--- src/rtl/max_stream_pkg.sv ---
// Shared definitions for the max-stream family of stages: default word
// widths and the frame-reducer state encoding.
package max_stream_pkg;

  localparam int DATA_W_DEF = 5;
  localparam int CNT_W_DEF  = 8;

  typedef enum logic [1:0] {
    IDLE  = 2'd0,
    ACCUM = 2'd1,
    HOLD  = 2'd2
  } frame_state_t;

endpackage

--- src/rtl/max_cmp.sv ---
// Unsigned compare/select: y = max(a, b). Purely combinational so sibling
// stages can drop it into their own datapaths. Ties return a.
module max_cmp #(
  parameter int W = 5
) (
  input  logic [W-1:0] a,
  input  logic [W-1:0] b,
  output logic [W-1:0] y
);

  // pick b only when strictly larger, so equal values keep a
  always_comb begin
    y = a;
    if (b > a) y = b;
  end

endmodule

--- src/rtl/max_frame_reducer.sv ---
// Frame reducer: folds a stream of upstream max-stage words into one result
// per frame (maximum, saturating sample count, saturation flag) and holds it
// until the downstream handshake completes.
//
//   state | meaning
//   ------+-------------------------------------------------------------
//   IDLE  | no frame open; next accepted sample starts a new frame
//   ACCUM | frame open; samples folded in, frame_abort honoured here only
//   HOLD  | frame closed; result presented until out_ready, input stalled
//
// in_ready and out_valid are kept as flops updated alongside the state, so
// neither depends combinationally on any input.
module max_frame_reducer
  import max_stream_pkg::*;
#(
  parameter int DATA_W = DATA_W_DEF,
  parameter int CNT_W  = CNT_W_DEF
) (
  input  logic              clk,
  input  logic              rst_n,
  input  logic              in_valid,
  output logic              in_ready,
  input  logic [DATA_W-1:0] in_data,
  input  logic              in_last,
  input  logic              frame_abort,
  output logic              out_valid,
  input  logic              out_ready,
  output logic [DATA_W-1:0] out_max,
  output logic [CNT_W-1:0]  out_count,
  output logic              out_sat
);

  frame_state_t      state;
  logic [DATA_W-1:0] max_reg;
  logic [DATA_W-1:0] max_next;
  logic [CNT_W-1:0]  cnt;
  logic              sat;
  logic              in_ready_q;
  logic              out_valid_q;
  logic              accept;
  logic              cnt_full;

  assign accept   = in_valid & in_ready_q;
  assign cnt_full = &cnt;

  max_cmp #(.W(DATA_W)) u_max_cmp (
    .a (max_reg),
    .b (in_data),
    .y (max_next)
  );

  // frame FSM with its datapath registers and registered handshake outputs
  always_ff @(posedge clk or negedge rst_n) begin
    if (!rst_n) begin
      state       <= IDLE;
      max_reg     <= '0;
      cnt         <= '0;
      sat         <= 1'b0;
      in_ready_q  <= 1'b1;
      out_valid_q <= 1'b0;
    end else begin
      case (state)
        IDLE: begin
          if (accept) begin
            max_reg <= in_data;
            cnt     <= CNT_W'(1);
            sat     <= 1'b0;
            if (in_last) begin
              state       <= HOLD;
              in_ready_q  <= 1'b0;
              out_valid_q <= 1'b1;
            end else begin
              state <= ACCUM;
            end
          end
        end

        ACCUM: begin
          // abort outranks a sample arriving in the same cycle
          if (frame_abort) begin
            state   <= IDLE;
            max_reg <= '0;
            cnt     <= '0;
            sat     <= 1'b0;
          end else if (accept) begin
            max_reg <= max_next;
            // sat flags that at least one sample went uncounted
            if (cnt_full) sat <= 1'b1;
            else          cnt <= cnt + CNT_W'(1);
            if (in_last) begin
              state       <= HOLD;
              in_ready_q  <= 1'b0;
              out_valid_q <= 1'b1;
            end
          end
        end

        HOLD: begin
          if (out_ready) begin
            state       <= IDLE;
            in_ready_q  <= 1'b1;
            out_valid_q <= 1'b0;
          end
        end

        default: begin
          state       <= IDLE;
          in_ready_q  <= 1'b1;
          out_valid_q <= 1'b0;
        end
      endcase
    end
  end

  assign in_ready  = in_ready_q;
  assign out_valid = out_valid_q;
  assign out_max   = max_reg;
  assign out_count = cnt;
  assign out_sat   = sat;

endmodule

--- config.mk ---
export PLATFORM = sky130hd
export DESIGN_NAME = max_frame_reducer
export DESIGN_NICKNAME = d
export VERILOG_FILES = /design/src/rtl/max_stream_pkg.sv /design/src/rtl/max_cmp.sv /design/src/rtl/max_frame_reducer.sv
export SDC_FILE = /design/constraint.sdc
export NUM_CORES = 1
export LEC_CHECK = 0
export CAP_MARGIN = 20
export CELL_PAD_IN_SITES_DETAIL_PLACEMENT = 0
export CELL_PAD_IN_SITES_GLOBAL_PLACEMENT = 1
export CORE_MARGIN = 2
export CORE_UTILIZATION = 39
export CTS_CLUSTER_SIZE = 10
export DETAILED_ROUTE_END_ITERATION = 10
export GPL_ROUTABILITY_DRIVEN = 1
export PLACE_DENSITY_LB_ADDON = 0.3
export SLEW_MARGIN = 10
export SYNTH_ARGS = -nofsm -noshare
export SYNTH_HDL_FRONTEND = slang
export SYNTH_SLANG_ARGS = --single-unit
--- constraint.sdc ---
create_clock -name clk -period 3.8 [get_ports clk]
set_input_delay 0.76 -clock clk [delete_from_list [all_inputs] [get_ports clk]]
set_output_delay 0.76 -clock clk [all_outputs]
set_load 0.05 [all_outputs]
==> summary.md <==
| Metric | Value |
|---|---|
| Routed len/inst | `14.0 µm` |
| R2R cell count | `5` |
| # fillers | `233` |
| Post-DP Area | `1310 µm²` |
| CTS Buf Count | `3` |
| PD cells | `785 nW/µm²` |
| Worst slew pin tran | `0.875 ns` |
| Ys flop type | `dfrtp_1` |
| Final Net Count | `149` |
| Root Driver | `clkbuf_4` |
| Hold Path Sink | `out_sat` |
| Critical-path cell list | `clkdlybuf4s50_1` |
| I/O Buffers | `26` |
| First-pass GRT wire length | `3.84 mm` |
| Vias in the first global route | `841` |
| Pre-CTS setup slack | `1.12 ns` |
| Die Span X | `55.8 µm` |
| Cell area after layout | `1350 µm²` |
| Syn-to-layout area delta | `29.2%` |
| CTS max path bufs | `2` |
| TNS Setup | `0 ns` |
| CTS tree | `done` |
| Slowest cell on crit path | `clkdlybuf4s50_1` |
| Initial antenna violation count | `0` |
| Final GP Congestion | `0.719` |
| Worst path arrival time | `1.68 ns` |
| RSZ-0062 raised after global routing | `false` |
| Final hold violations | `0` |
| Hpwl dp | `1.66 mm` |
| Relative slew slack | `41.5%` |
| Core Util, Final | `54.0%` |
| Antenna cells | `0` |
| Static Leak | `0.613 nW` |
| Maximum vdd drop | `0.465 mV` |
| Post-CTS Resized | `0` |
| Status | `completed` |
| Worst hold margin | `0.521 ns` |
| Largest area contributor in the netlist | `dfrtp_1` |
| Non-filler instance count after layout | `161` |
| WP buf/inv | `1` |
| Hold WC Path Type | `reg -> reg` |
| CP delay by family, top | `buffers and inverters` |
| Post-synthesis sequential area ratio | `43.2%` |
| Placed insts | `157` |
| RR Endpoint | `out_max[0]` |
| Number of synthesis warnings | `0` |
| DRT antenna net count | `0` |
| Worst Hold Depth | `2` |
| # IOs | `27` |
| Drt total wl | `2.26 mm` |
| Share of cells above drive strength 1 | `7.63%` |
| CP Launch Type | `flip-flop` |
| Cell row count | `18` |
| R2r setup slk | `1.89 ns` |
| Total Power | `1.06 mW` |
| Placeable Area | `2500 µm²` |
| Die Y | `55.8 µm` |
| Routed via count | `872` |
| DRT Pass-1 Iters | `4` |
| Post-route minimum period | `2.44 ns` |
| CTS Hold Bufs | `0` |
| Largest net degree at the start of global routing | `19` |
| Initial Utilization | `41.8%` |
| GRT Total Usage | `15.3%` |
| Clk_lat worst skew | `0.30 ns` |
| Clk sinks | `18` |
| Grt total ovfl | `0` |
| Iter 0 DRT Violations | `23` |
| Unique masters post-synth | `36` |
| CP max FO | `5` |
| RR Startpoint | `in_ready` |
| Worst Slack Setup Final | `1.36 ns` |
| F_max | `409 MHz` |
| Seq cells post-synth | `18` |
| Share of the synthesized area in the top cell type | `40.7%` |
| Max-cap check violation count | `0` |
| CP peak stage delay | `0.80 ns` |
| Setup CP Type | `reg -> out` |
| Cell count after synthesis | `105` |
| Clock transition at path regs | `0.11 ns` |
| Synth top area cells | `dfrtp_1 (41%), ha_1 (7.2%), mux2i_1 (3.8%), nand2_1 (3.2%), a21oi_1 (2.9%)` |
| Vias/cell | `5.42` |
| Total setup buffers inserted after CTS | `0` |
| Die ar. | `3110 µm²` |
| Req. time, crit path | `3.04 ns` |
| Synthesized area | `1040 µm²` |
| Worst setup EP type | `output port` |
| EDFF count, synth | `0` |
| Clk_skew | `0.00296 ns` |
| Mean Syn Cell Area | `9.95 µm²` |
| Hold wc startpoint | `out_sat` |
| Ys async rst share | `100%` |
| Period utilization | `64.3%` |
| Syn nets | `122` |
| Drc violations | `0` |
| H-tree Lvls | `1` |
| Setup violators final | `0` |
| Final Max Tran Viols | `0` |
cell families after synthesis:
logic type	synth area share, %
adder cells (fa/ha/maj)	7.19
XOR/XNOR	4.19
multiplexers	5.27
AO/OA/AOI/OAI	16.6
buffers and inverters	5.63
flip-flops	43.2
AND/OR/NAND/NOR	17.8
metal layers:
| metal | vias to the layer above | routed length [µm] | track usage (%) |
|---|---|---|---|
| met3 | 2 | 139 | 5.81 |
| met5 | - | 0 | 0 |
| li1 | 427 | - | - |
| met2 | 23 | 979 | 23.0 |
| met4 | 0 | 10 | 3.14 |
| met1 | 420 | 1130 | 21.1 |
flip-flops by register name, summed over array words and instances, names as in the netlist:
signal	count
out_max	5
state	2
out_sat	1
in_ready	1
out_valid	1
out_count	8
worst max-delay path by stage:
stage / depth (start not counted) / endpoint / slack, ns / from
floorplan: 6 / out_max[0] / 1.67 / in_data[1]
finish: 1 / in_ready / 1.36 / in_ready
detailed placement: 7 / out_max[0] / 1.12 / in_data[1]
global route: 1 / in_ready / 1.31 / in_ready
CTS: 1 / in_ready / 1.34 / in_ready
global placement: 7 / out_max[0] / 1.16 / in_data[3]
report_power, final:
part	leakage, nW	total [mW]	internal, mW	switching (mW)
logic	0.363	0.615	0.239	0.376
registers	0.229	0.321	0.256	0.0646
clock network	0.0210	0.124	0.0584	0.0654
synthesized netlist by cell type (4+ instances only):
| cell type | n |
|---|---|
| nor2_1 | 7 |
| nand2_1 | 9 |
| a21oi_1 | 6 |
| mux2i_1 | 4 |
| ha_1 | 6 |
| inv_1 | 8 |
| dfrtp_1 | 17 |
| nand3_1 | 5 |
cell type report:
type | instances | area [µm²] | share of cell area, %
flip-flops and latches | 18 | 452 | 33.5
inverters | 8 | 30.0 | 2.22
multi-input cells | 75 | 534 | 39.6
repair buffers | 26 | 260 | 19.3
clock buffers | 4 | 36.3 | 2.69
well taps | 30 | 37.5 | 2.78
cells in the final DEF, fill, tap and decap left out, types with 3 or more instances in the layout:
| master | netlist | layout |
|---|---|---|
| a21oi_1 | 6 | 6 |
| clkbuf_4 | 0 | 3 |
| clkdlybuf4s50_1 | 0 | 26 |
| dfrtp_1 | 17 | 17 |
| ha_1 | 6 | 6 |
| inv_1 | 8 | 8 |
| mux2i_1 | 4 | 4 |
| nand2_1 | 9 | 9 |
| nand3_1 | 5 | 5 |
| nand4_1 | 3 | 3 |
| nor2_1 | 7 | 7 |
| nor2b_1 | 3 | 3 |
| o211ai_1 | 3 | 3 |
| o21ai_0 | 3 | 3 |
| xor2_1 | 3 | 3 |
Power figures use the tool's default switching activity.
